===== src/rtl/cache_axi_bridge.sv =====
// cache_axi_bridge: icache/dcache refill, write-back and uncached requests to one AXI4 master
// Ports: clk/resetn (sync, active-low); inst_rd_*/inst_ret_* and data_rd_*/data_ret_* read clients;
// data_wr_* one-entry 128-bit write buffer; ar*/r* read channels; aw*/w*/b* write channels.
// Build option BRIDGE_RAW_ADDR_CHECK_EN narrows the read-after-write block to same-line addresses.
module cache_axi_bridge #(
  parameter logic [3:0] INST_ID = 4'd0,
  parameter logic [3:0] DATA_ID = 4'd1,
  parameter int LINE_BEATS = 4
) (
  input  logic         clk,
  input  logic         resetn,
  input  logic         inst_rd_req,
  input  logic [2:0]   inst_rd_type,
  input  logic [31:0]  inst_rd_addr,
  output logic         inst_rd_rdy,
  output logic         inst_ret_valid,
  output logic [1:0]   inst_ret_last,
  output logic [31:0]  inst_ret_data,
  input  logic         data_rd_req,
  input  logic [2:0]   data_rd_type,
  input  logic [31:0]  data_rd_addr,
  output logic         data_rd_rdy,
  output logic         data_ret_valid,
  output logic [1:0]   data_ret_last,
  output logic [31:0]  data_ret_data,
  input  logic         data_wr_req,
  input  logic [2:0]   data_wr_type,
  input  logic [31:0]  data_wr_addr,
  input  logic [3:0]   data_wr_wstrb,
  input  logic [127:0] data_wr_data,
  output logic         data_wr_rdy,
  output logic [3:0]   arid,
  output logic [31:0]  araddr,
  output logic [7:0]   arlen,
  output logic [2:0]   arsize,
  output logic [1:0]   arburst,
  output logic         arvalid,
  input  logic         arready,
  input  logic [3:0]   rid,
  input  logic [31:0]  rdata,
  input  logic [1:0]   rresp,
  input  logic         rlast,
  input  logic         rvalid,
  output logic         rready,
  output logic [3:0]   awid,
  output logic [31:0]  awaddr,
  output logic [7:0]   awlen,
  output logic [2:0]   awsize,
  output logic [1:0]   awburst,
  output logic         awvalid,
  input  logic         awready,
  output logic [3:0]   wid,
  output logic [31:0]  wdata,
  output logic [3:0]   wstrb,
  output logic         wlast,
  output logic         wvalid,
  input  logic         wready,
  input  logic [3:0]   bid,
  input  logic [1:0]   bresp,
  input  logic         bvalid,
  output logic         bready
);
  localparam int CW = (LINE_BEATS > 1) ? $clog2(LINE_BEATS) : 1;
  typedef enum logic {AR_IDLE, AR_SEND} ar_t;
  typedef enum logic [1:0] {W_IDLE, W_AW, W_DATA, W_RESP} w_t;
  ar_t ar_state, ar_next;
  w_t w_state, w_next;
  logic run, raw, inst_out, data_out, inst_hs, data_hs, wr_hs, w_beat, unused_ok;
  logic [31:0] ar_addr, w_addr;
  logic [2:0] ar_type, w_type;
  logic [3:0] ar_id, w_strb;
  logic [127:0] w_buf;
  logic [CW-1:0] cnt;
  // run lags resetn by one edge so every ready/valid stays low until the edge after release
  always_ff @(posedge clk) run <= resetn;
  always_ff @(posedge clk)
    if (!resetn) begin
      ar_state <= AR_IDLE;
      w_state <= W_IDLE;
    end else begin
      ar_state <= ar_next;
      w_state <= w_next;
    end
  always_comb begin
    ar_next = ar_state == AR_IDLE ? ((inst_hs || data_hs) ? AR_SEND : AR_IDLE)
                                  : (arready ? AR_IDLE : AR_SEND);
    w_next = w_state;
    case (w_state)
      W_IDLE: w_next = wr_hs ? W_AW : W_IDLE;
      W_AW:   w_next = awready ? W_DATA : W_AW;
      W_DATA: w_next = (wready && wlast) ? W_RESP : W_DATA;
      W_RESP: w_next = bvalid ? W_IDLE : W_RESP;
      default: w_next = W_IDLE;
    endcase
  end
  always_comb begin
    data_wr_rdy = run && w_state == W_IDLE;
`ifdef BRIDGE_RAW_ADDR_CHECK_EN
    raw = (w_state != W_IDLE && data_rd_addr[31:4] == w_addr[31:4]) ||
          (data_wr_req && data_wr_rdy && data_rd_addr[31:4] == data_wr_addr[31:4]);
`else
    raw = w_state != W_IDLE || (data_wr_req && data_wr_rdy);
`endif
    data_rd_rdy = run && ar_state == AR_IDLE && !data_out && !raw;
    inst_rd_rdy = run && ar_state == AR_IDLE && !inst_out && !(data_rd_req && data_rd_rdy);
    arvalid = ar_state == AR_SEND;
    awvalid = w_state == W_AW;
    wvalid = w_state == W_DATA;
    bready = w_state == W_RESP;
    wlast = w_type[2] ? cnt == CW'(LINE_BEATS - 1) : 1'b1;
    wstrb = w_type[2] ? 4'hf : w_strb;
    wdata = w_buf[{cnt, 5'd0} +: 32];
  end
  assign inst_hs = inst_rd_req && inst_rd_rdy;
  assign data_hs = data_rd_req && data_rd_rdy;
  assign wr_hs = data_wr_req && data_wr_rdy;
  assign w_beat = wvalid && wready;
  assign arid = ar_id;
  assign araddr = ar_addr;
  assign arlen = ar_type[2] ? 8'(LINE_BEATS - 1) : 8'd0;
  assign arsize = ar_type[2] ? 3'd2 : {1'b0, ar_type[1:0]};
  assign arburst = 2'b01;
  assign awid = DATA_ID;
  assign awaddr = w_addr;
  assign awlen = w_type[2] ? 8'(LINE_BEATS - 1) : 8'd0;
  assign awsize = w_type[2] ? 3'd2 : {1'b0, w_type[1:0]};
  assign awburst = 2'b01;
  assign wid = DATA_ID;
  assign rready = run;
  assign inst_ret_valid = run && rvalid && rid == INST_ID;
  assign inst_ret_last = {1'b0, rlast};
  assign inst_ret_data = rdata;
  assign data_ret_valid = run && rvalid && rid == DATA_ID;
  assign data_ret_last = {1'b0, rlast};
  assign data_ret_data = rdata;
  assign unused_ok = ^{rresp, bresp, bid};
  always_ff @(posedge clk)
    if (!resetn) begin
      inst_out <= 1'b0;
      data_out <= 1'b0;
      cnt <= '0;
    end else begin
      inst_out <= inst_hs || (inst_out && !(inst_ret_valid && rlast));
      data_out <= data_hs || (data_out && !(data_ret_valid && rlast));
      cnt <= wr_hs ? '0 : w_beat ? cnt + 1'b1 : cnt;
    end
  always_ff @(posedge clk) begin
    if (inst_hs || data_hs) begin
      ar_addr <= data_hs ? data_rd_addr : inst_rd_addr;
      ar_type <= data_hs ? data_rd_type : inst_rd_type;
      ar_id <= data_hs ? DATA_ID : INST_ID;
    end
    if (wr_hs) begin
      w_addr <= data_wr_addr;
      w_type <= data_wr_type;
      w_strb <= data_wr_wstrb;
      w_buf <= data_wr_data;
    end
  end
endmodule


===== config.mk =====
export PLATFORM = sky130hd
export DESIGN_NAME = cache_axi_bridge
export DESIGN_NICKNAME = d
export VERILOG_FILES = /design/src/rtl/cache_axi_bridge.sv
export SDC_FILE = /design/constraint.sdc
export NUM_CORES = 1
export LEC_CHECK = 0
export CAP_MARGIN = 20
export CORE_AREA = 5 5 194 196
export CTS_BUF_LIST = sky130_fd_sc_hd__clkbuf_4 sky130_fd_sc_hd__clkbuf_8
export DETAILED_ROUTE_END_ITERATION = 16
export DIE_AREA = 0 0 199 201
export PLACE_DENSITY_LB_ADDON = 0.1
export SLEW_MARGIN = 10
export SYNTH_ARGS = -nofsm -noshare
export SYNTH_HDL_FRONTEND = slang
export SYNTH_SLANG_ARGS = --single-unit

===== constraint.sdc =====
create_clock -name clk -period 33.9 [get_ports clk]
set_input_delay 6.78 -clock clk [delete_from_list [all_inputs] [get_ports clk]]
set_output_delay 6.78 -clock clk [all_outputs]
set_load 0.02 [all_outputs]

# Word level (Yosys, flattened, before mapping)
# Cells that the tools add are included.
[op_classes]
add_sub_neg = 1
reduce_logical = 32
n_shift = 1
muxes = 17
n_eq_ne = 5
bitwise_logic = 2
[ops]
columns = ["cell", "n"]
rows = [
  ["128-bit by 8-bit indexed part select with 32-bit output", 1],
  ["32-bit two-way mux", 1],
  ["1-bit logical AND", 18],
  ["2-bit two-way mux", 6],
  ["2-bit one-hot mux with 4 select lines", 1],
  ["1-bit two-way mux", 7],
  ["2-bit equality test (second input constant)", 3],
  ["1-bit logical NOT", 6],
  ["4-bit by 1-bit equality test with 1-bit output (second input constant)", 1],
  ["4-bit logical NOT", 1],
  ["1-bit logical OR", 4],
  ["4-bit two-way mux", 1],
  ["3-bit two-way mux", 1],
  ["2-bit by 1-bit adder with 2-bit output (second input constant)", 1],
  ["2-bit by 1-bit equality test with 1-bit output (second input constant)", 1],
  ["2-bit logical NOT", 1],
  ["1-bit NOT", 2],
  ["2-bit nonzero test", 1],
  ["2-bit OR reduction", 1],
]
[word_totals]
input_bits = 292
out_inout_bits = 217
ff_bits = 214
elab_cells = 71

# Depth between registers and ports, before layout
# Gate-level depths: netlist (run 1).
[depth]
ltp_word = 13
depth_mapped = 6

# Worst setup path after synthesis (run 1)
# OpenSTA, ideal clock, no wires.
[synth_timing]
path_kind = "input -> register"
startpoint = "in data_wr_req"
endpoint = "reg cnt[0]"
arrival_ps = 23550
setup_ps = 134
path_buffers = 0
slack_ps = 10216
cell_stages = 3
t_required_ps = 33766
path_cell_list = "nor4bb_1 > nand2b_1 > nor2_1"
[synth_between]
elab_chain_cells = 2
[synth_rtl]
columns = ["element", "line", "rtl"]
rows = [
  ["start: declaration", "26", "input logic data_wr_req,"],
  ["1-bit logical AND", "116", "assign wr_hs = data_wr_req && data_wr_rdy;"],
  ["2-bit OR reduction (no line)", "-", ""],
  ["end signal: assignment", "145", "cnt <= wr_hs ? '0 : w_beat ? cnt + 1'b1 : cnt;"],
  ["end: declaration", "73", "logic [CW-1:0] cnt;"],
]
# No other way between the ends.
# A chain may end at the register's enable or synchronous reset.

# Final worst setup path (run 1)
[layout_timing]
startpoint = "in rid[2]"
endpoint = "out data_ret_valid"
[layout_between]
elab_chain_cells = 2
[layout_rtl]
columns = ["element", "line", "rtl"]
rows = [
  ["start: declaration", "39", "input logic [3:0] rid,"],
  ["4-bit by 1-bit equality test with 1-bit output", "133", "assign data_ret_valid = run && rvalid && rid == DATA_ID;"],
  ["1-bit logical AND", "133", ""],
  ["end: declaration", "23", "output logic data_ret_valid,"],
]
# No other way between the ends.

==> qor.yml, run 1 <==
worst_setup_path:
  worstPathArrival_ns: 8.44
  r2r_cells: 4
  reg2reg_to: "araddr[13]"
  start_kind: "input pin"
  critPathKind: "input pin to output port"
  r2r-start: "w_state[1]"
  critPathCaptureType: "output port"
  r2r_slack_ns: 31.10
  cp.required_ns: 27.12
  cp_max_fo: 4
detailed_routing:
  drt_iter0_drc: 168
  vias: 4977
  avgRoutedWirePerCell_um: 19.4
  firstDrtPassIters: 4
  drt_wl_total_um: 24900
  avgViaCountPerCell: 3.89
  ant_nets: 0
  drc: 0
global_route:
  grt_pass1_wl_um: 35700
  grt_max_degree: 89
  grt_antenna_before_repair: 1
  grt_pass1_vias: 5736
  grt_usage: 0.119
  grt_overflow: 0
sta:
  hold_ws_ns: 0.475
  fin_crit_ns: 15.22
  max_slew_margin: 0.404
  tightest_slew_ns: 0.894
  finalSetupTns_ns: 0
  rsz0062_at_grt: "false"
  period_share: 0.449
  hold_violations: 0
  finalSetupViolations: 0
  drv_slew: 0
  fmax_mhz: 65.7
  skew_ns: 0.0149
synthesis:
  synth_edf_count: 203
  synth_warnings: 0
  ys_types: 38
  synth_top_area_share: 0.700
  synth-seq-area-share: 0.718
  synth_flop_cell: "edfxtp_1"
  syn_avg_cell_area_um2: 19.7
  ys_seq_elements: 211
  async_flop_share: 0
  yosys-top-cells-area: "edfxtp_1 70%, buf_4 8.7%, mux4_2 8.3%"
  syn_inst: 442
  netlist_area_um2: 8710
  yosysTopAreaCell: "edfxtp_1"
cells_and_area:
  drive_gt1_frac: 0.185
  final_area_um2: 13100
  final_nets: 1072
  area_delta_synth_final_pct: 50.9
  utilization: 0.366
clock_network:
  clkTransAtPathRegs_ns: 0.05
  cts_resized: 0
  clk_latency_ns: 0.53
  htreeDepth: 2
  cts_buffer_depth: 3
  cts_buffers: 41
  cts_tree: "done"
  cts_sinks: 211
  cts-root-buf: "clkbuf_8"
  cts_hold_buf: 0
  post-cts-setup-buffers: 0
power_and_ir_drop:
  power.total_mw: 0.636
  ir_drop_mv: 0.0266
  p_leak_nw: 4.50
  power.density_nw_per_um2: 48.4
floorplanning:
  io_pins: 509
  initial_core_util: 0.242
  design.die.area_um2: 40000
  coreArea_um2: 35900
  die_h_um: 201
  die_x_um: 199
  num_rows: 70
outcome:
  outcome: "completed"
place:
  dp_hpwl_um: 18600
  port_buffers: 373
  placed_area_um2: 12300
  place.gp.congestion: 0.716
min_path:
  min_from: "data_out"
  whs_endpoint: "data_out"
  min_path_cells: 2
  hold_path.class: "flip-flop to flip-flop"
run:
  maxCapViolCount: 0
area by class of cell:
class,instances,area (µm²)
inverters,2,7.51
flip-flops and latches,211,6260
clock buffers,63,748
fillers,3428,22800
clock inverters,12,53.8
well taps,468,586
multi-input cells,143,1680
repair buffers,380,3810
diodes,1,2.50
Yosys cell counts (all sizes together) (3+ instances only):
| cell | instances |
|---|---|
| dfxtp | 8 |
| nand2b | 3 |
| edfxtp | 203 |
| mux2 | 35 |
| buf | 111 |
| nor2 | 3 |
| nor2b | 5 |
| nor4 | 3 |
| mux4 | 32 |
| or2 | 7 |
| clkbuf | 4 |
power by group:
group	total [mW]	switching (mW)	internal, mW
clock network	0.245	0.105	0.140
registers	0.308	0.00425	0.304
logic	0.0831	0.0346	0.0485
total	0.636	0.144	0.492
cells by family after synthesis:
group,after synthesis,share of synthesized area
AOI/OAI and AO/OA,6,0.00560
muxes,69,0.143
adders and majority gates,1,0.00144
buffers and inverters,117,0.103
and+or+nand+nor,35,0.0262
xor gates and xnor gates,1,0.00101
other,2,0.000863
DFF,211,0.718
worst max-delay path, stage by stage:
cell and delay (ns):
clkdlybuf4s50_1 0.42, nand3b_1 0.23, nor4b_1 0.32, clkdlybuf4s50_1 0.69
flip-flops by register name, summed over array words and instances (netlist names), 2 cells and up:
name and count:
w_state 2, cnt 2, w_strb 4, araddr 32, w_type 3, w_buf 128, awaddr 32, ar_type 3
metal layers:
layer | global-route usage | up-vias | share of wire
met3 | 0.0502 | 78 | 0.097
met2 | 0.217 | 226 | 0.54
met4 | 0.0552 | 0 | 0.039
met1 | 0.114 | 2415 | 0.33
met5 | 0 | - | 0
li1 | - | 2258 | -
placed cells by master, fill, tap and decap left out, types with 5 or more instances in the layout:
cell type	count
buf_4	6
clkbuf_4	19
clkbuf_8	44
clkdlybuf4s50_1	373
clkinv_1	7
conb_1	31
dfxtp_1	6
edfxtp_1	203
mux2_4	30
mux4_2	32
nor2b_1	5
or2_2	7
stage by stage:
| stage | std cells | worst slack (ns) |
|---|---|---|
| 4_1_cts | 1278 | 18.68 |
| 2_1_floorplan | 471 | 10.22 |
| 3_3_place_gp | 1203 | 18.64 |
| 6_report | 1280 | 18.68 |
| 5_1_grt | 1280 | 18.59 |
| 3_5_place_dp | 1203 | 18.69 |
worst max-delay path by stage:
stage,startpoint,endpoint,slack (ns),cells past startpoint
finish,rid[2],data_ret_valid,18.68,4
global route,rid[2],data_ret_valid,18.59,4
CTS,data_wr_req,inst_rd_rdy,18.68,5
detailed placement,data_wr_req,inst_rd_rdy,18.69,5
global placement,rid[2],data_ret_valid,18.64,4
floorplan,data_wr_req,cnt[0],10.22,3
(Power assumes the default switching activity.)
==> run 2, diff against run 1 <==
Settings changed: CORE_AREA 5 5 194 196 to 5 5 196 198, DIE_AREA 0 0 199 201 to 0 0 201 203.
Clock period 33.9 ns to 15.7 ns, I/O delays scaled along.
==> run 2 against run 1 <==
Effect of this change:
- via count is 1.4% higher
- critical endpoint unchanged
- sequential power up 120%
- wire length rose by 7.1%
==> qor.yml, run 2 (synthesis results as in run 1) <==
outcome:
  outcome: "completed"
clock_network:
  cts-root-buf: "clkbuf_8"
  cts_hold_buf: 0  # unchanged
  clk_latency_ns: 0.58  # +0.05 ns
  cts_buffer_depth: 3  # unchanged
  clkTransAtPathRegs_ns: 0.06  # about the same
  cts_tree: "done"
  post-cts-setup-buffers: 0  # unchanged
  cts_sinks: 211  # unchanged
  cts_buffers: 42  # +2.4%
  cts_resized: 0  # unchanged
  htreeDepth: 2  # unchanged
sta:
  period_share: 0.509
  fin_crit_ns: 7.99
  tightest_slew_ns: 1.02  # +0.122 ns
  hold_violations: 0  # unchanged
  skew_ns: 0.0220  # +0.00712 ns
  rsz0062_at_grt: "false"
  drv_slew: 0  # unchanged
  fmax_mhz: 125
  max_slew_margin: 0.323  # -0.0815
  finalSetupTns_ns: 0  # unchanged
  finalSetupViolations: 0  # unchanged
cells_and_area:
  largest_register_ffs: 128  # unchanged
  instances_no_fill: 1276  # -0.31%
  drive_gt1_frac: 0.177  # -0.00754
  area_delta_synth_final_pct: 50.4
  final_cell_mix: "373 x clkdlybuf4s50_1, 203 x edfxtp_1, 42 x clkbuf_8, 32 x mux4_2, 31 x conb_1"
  regMostFlops: "w_buf"
  mostFrequentLayoutCell: "clkdlybuf4s50_1"
  final_area_um2: 13100  # -0.35%
  final_nets: 1070  # -0.19%
detailed_routing:
  drt_wl_total_um: 26600  # +7.1%
  firstDrtPassIters: 4  # unchanged
  drc: 0  # unchanged
  vias: 5045  # +1.4%
  avgRoutedWirePerCell_um: 20.9  # +7.5%
  avgViaCountPerCell: 3.95  # +1.7%
  drt_iter0_drc: 198  # +18%
  ant_nets: 0  # unchanged
power_and_ir_drop:
  power.density_nw_per_um2: 105  # +120%
  p_leak_nw: 4.47  # -0.66%
  power.total_mw: 1.38  # +120%
  ir_drop_mv: 0.0596  # +120%
worst_setup_path:
  critPathKind: "input pin to output port"
  path_cells: "clkdlybuf4s50_1 > nand3b_1 > nor4b_1 > clkdlybuf4s50_1"
  critPathCaptureType: "output port"
  cp_max_fo: 4  # unchanged
  crit_slowest_cell: "clkdlybuf4s50_1"
  cpPeakStageDelay_ns: 0.68  # about the same
  start_kind: "input pin"
  worstPathArrival_ns: 4.85  # -3.59 ns
  cp.required_ns: 12.56  # -14.56 ns
  path_buf_inv: 2  # unchanged
  cp_top_family: "buffers and inverters"
  cpMostUsedCell: "clkdlybuf4s50_1"
global_route:
  grt_overflow: 0  # unchanged
  grt_pass1_vias: 5906  # +3.0%
  grt_pass1_wl_um: 37800  # +5.8%
  grt_antenna_before_repair: 3  # +2
  grt_usage: 0.126  # +0.00689
  grt_max_degree: 170  # +91%
floorplanning:
  io_pins: 509  # unchanged
  design.die.area_um2: 40800  # +2.0%
  num_rows: 70  # unchanged
  coreArea_um2: 36300  # +1.2%
  die_x_um: 201  # +1.0%
  initial_core_util: 0.240  # -0.00292
  die_h_um: 203  # +1.0%
place:
  port_buffers: 373  # unchanged
  dp_hpwl_um: 19700  # +6.0%
  place_inst: 1201  # -0.17%
  place.gp.congestion: 0.753  # +5.2%
  placed_area_um2: 12300  # about the same
run:
  maxCapViolCount: 0  # unchanged
min_path:
  hold_path.class: "flip-flop to flip-flop"
[run 2: cell count changes in the layout (fill, tap and decap cells not counted), sizes merged]
cell	before	now
clkbuf	63	60
buf	7	4
inv	2	5
clkinv	11	10
clkinvlp	1	0
diode	1	2
[run 2: cell type report]
type | count | area, µm²
flip-flops and latches | 211 | 6260
clock buffers | 60 | 713
diodes | 2 | 5.00
clock inverters | 13 | 70.1
inverters | 2 | 7.51
multi-input cells | 143 | 1680
repair buffers | 377 | 3780
fillers | 3463 | 23300
well taps | 468 | 586
[run 2: power by group]
part / leakage, nW / internal [mW] / switching, mW
combinational: 2.10 / 0.104 / 0.0748
clock: 0.419 / 0.293 / 0.241
sequential: 1.96 / 0.656 / 0.00918
total: 4.47 / 1.05 / 0.325
[run 2: routing by layer]
metal | global-route usage | vias up | wire [µm]
met3 | 0.0680 | 89 | 3160
met2 | 0.220 | 295 | 13700
met4 | 0.0634 | 4 | 1040
met1 | 0.120 | 2402 | 8750
met5 | 0 | - | 21
li1 | - | 2255 | -
[run 2: through the flow]
step | setup slack (ns) | util | hold slack [ns]
final | 7.71 | 0.360 | 0.486
after global routing | 7.64 | 0.360 | 0.496
after CTS | 7.70 | 0.360 | 0.486
after detailed placement | 7.72 | 0.339 | 0.476
after global placement | 7.75 | 0.339 | 0.456
after floorplan | 2.23 | - | 0.440
[run 2: worst paths after layout]
path	depth (start not counted)	slack [ns]	start	to
min reg2reg	2	0.49	data_out	data_out
max reg2reg	4	12.93	rready	araddr[28]
min	2	0.49	data_out	data_out
max	4	7.71	rid[2]	data_ret_valid
[run 2: worst register-to-register path: cells and delay by family (launching register included)]
family | cells | cell delay (ns)
buffers and inverters | 1 | 0.52
AND/OR/NAND/NOR | 3 | 1.38
flip-flops | 1 | 0.47
==> run 3, diff against run 2 <==
Settings changed: CORE_AREA 5 5 196 198 to 5 5 195 197, DIE_AREA 0 0 201 203 to 0 0 200 202.
Clock period 15.7 ns to 7.2 ns, I/O delays scaled along.
==> run 3 against run 2 <==
Effect of this change:
- combinational power up 120%
- clock power up 110%
- power up 120%
- utilization up 0.23 points
- final area about the same
- non-clock buffer count up 1
- first-iteration DRC count down 19%
- clock-buffer cell count down 6
- critical path depth up 1
- highest routed layer is now met4
==> qor.yml, run 3 (synthesis results as in run 1) <==
place:
  placed_area_um2: 12300  # about the same
  place.gp.congestion: 0.768  # +1.9%
  port_buffers: 373  # unchanged
  dp_hpwl_um: 18200  # -7.7%
  place_inst: 1202  # +0.083%
sta:
  max_slew_margin: 0.411  # +0.0885
  skew_ns: 0.0269  # +0.00486 ns
  rsz0062_at_grt: "false"
  hold_violations: 0  # unchanged
  period_share: 0.642
  finalSetupViolations: 0  # unchanged
  finalSetupTns_ns: 0  # unchanged
  fmax_mhz: 216
  tightest_slew_ns: 0.883  # -0.133 ns
  drv_slew: 0  # unchanged
  fin_crit_ns: 4.62
clock_network:
  cts_sinks: 211  # unchanged
  cts_tree: "done"
  cts_buffers: 41  # -2.4%
  clkTransAtPathRegs_ns: 0.05  # about the same
  cts_resized: 0  # unchanged
  cts-root-buf: "clkbuf_8"
  cts_buffer_depth: 3  # unchanged
  clk_latency_ns: 0.56  # -0.02 ns
  htreeDepth: 2  # unchanged
  cts_hold_buf: 0  # unchanged
  post-cts-setup-buffers: 0  # unchanged
cells_and_area:
  regArea_um2: 6260  # unchanged
  instances_no_fill: 1274  # -0.16%
  mostFrequentLayoutCell: "clkdlybuf4s50_1"
  final_cell_mix: "373 x clkdlybuf4s50_1, 203 x edfxtp_1, 42 x clkbuf_8, 32 x mux4_2, 31 x conb_1"
  utilization: 0.363  # +0.00231
  multi_input_area_um2: 1680  # unchanged
  largest_register_ffs: 128  # unchanged
  regMostFlops: "w_buf"
  drive_gt1_frac: 0.171  # -0.00620
  final_area_um2: 13100  # about the same
  area_delta_synth_final_pct: 50.3  # about the same
  num-fill-cells: 3451  # -0.35%
  antenna_cells: 0  # -2
  final_nets: 1070  # unchanged
detailed_routing:
  drt_wl_total_um: 24700  # -7.1%
  avgRoutedWirePerCell_um: 19.4  # -7.0%
  ant_nets: 0  # unchanged
  drc: 0  # unchanged
  firstDrtPassIters: 4  # unchanged
  drt_iter0_drc: 161  # -19%
  vias: 5001  # -0.87%
  avgViaCountPerCell: 3.93  # -0.72%
worst_setup_path:
  reg2reg_to: "arid[0]"
  critPathKind: "input pin to output port"
  cp_max_fo: 2  # -2
  start_kind: "input pin"
  worstPathArrival_ns: 3.18  # -1.67 ns
  critPathCaptureType: "output port"
  r2r_cells: 4  # unchanged
  r2r_slack_ns: 4.41  # -8.52 ns
  cp.required_ns: 5.76  # -6.80 ns
  r2r-start: "w_state[1]"
min_path:
  min_from: "data_out"
  whs_endpoint: "data_out"
  min_path_cells: 2  # unchanged
  hold_path.class: "flip-flop to flip-flop"
power_and_ir_drop:
  power.density_nw_per_um2: 228  # +120%
  p_leak_nw: 4.46  # -0.22%
  power.total_mw: 2.98  # +120%
  ir_drop_mv: 0.129  # +120%
floorplanning:
  io_pins: 509  # unchanged
  num_rows: 70  # unchanged
  design.die.area_um2: 40400  # -0.99%
  die_x_um: 200  # -0.50%
  initial_core_util: 0.241  # +0.00174
  die_h_um: 202  # -0.49%
  coreArea_um2: 36100  # -0.72%
run:
  maxCapViolCount: 0  # unchanged
global_route:
  grt_pass1_vias: 5736  # -2.9%
  grt_pass1_wl_um: 35600  # -5.8%
  grt_usage: 0.117  # -0.00832
  grt_max_degree: 128  # -25%
  grt_antenna_before_repair: 0  # -3
  grt_overflow: 0  # unchanged
outcome:
  outcome: "completed"
run 3: changes by cell type in the layout (fill, tap and decap cells not counted):
cell       delta
clkinv_1      +5
clkinv_2      +1
bufinv_16     +1
diode_2       -2
clkbuf_4      -6
inv_8         -2
buf_4         +1
run 3: metal layers:
| layer | vias up | part of all wire | GRT usage |
|---|---|---|---|
| li1 | 2252 | - | - |
| met4 | 0 | 0.025 | 0.0429 |
| met2 | 308 | 0.50 | 0.200 |
| met5 | - | 0 | 0 |
| met1 | 2394 | 0.35 | 0.120 |
| met3 | 47 | 0.13 | 0.0663 |
run 3: stage by stage:
step | hold slack (ns) | setup slack, ns
after floorplan | 0.440 | -0.0699
after global placement | 0.465 | 2.65
after detailed placement | 0.463 | 2.60
after CTS | 0.469 | 2.58
after global routing | 0.498 | 2.50
final | 0.462 | 2.58
run 3: area by class of cell:
cell class | count | share of cell area
clock buffer | 54 | 0.0511
clock inverter | 18 | 0.00775
inverter | 2 | 0.000574
tap | 468 | 0.0448
timing repair buffer | 378 | 0.289
sequential | 211 | 0.478
multi-input combinational | 143 | 0.128
run 3: report_power, final:
part | total, mW | internal, mW | leakage, nW | switching, mW
Sequential | 1.45 | 1.43 | 1.96 | 0.0192
Combinational | 0.389 | 0.227 | 2.10 | 0.162
Clock | 1.14 | 0.637 | 0.406 | 0.505
Total | 2.98 | 2.29 | 4.46 | 0.686
run 3: worst max-delay path by stage:
| stage | to | cells past startpoint | startpoint |
|---|---|---|---|
| 2_1_floorplan | cnt[0] | 3 | data_wr_req |
| 3_3_place_gp | inst_rd_rdy | 5 | data_wr_req |
| 3_5_place_dp | inst_rd_rdy | 5 | data_wr_req |
| 4_1_cts | inst_rd_rdy | 5 | data_wr_req |
| 5_1_grt | inst_rd_rdy | 5 | data_wr_req |
| 6_report | inst_rd_rdy | 5 | data_wr_req |
run 3: worst max-delay path, cell delays in order:
cell	delay (ns)
clkdlybuf4s50_1	0.51
nor4_2	0.06
and3_2	0.24
nor3b_1	0.24
clkdlybuf4s50_1	0.69
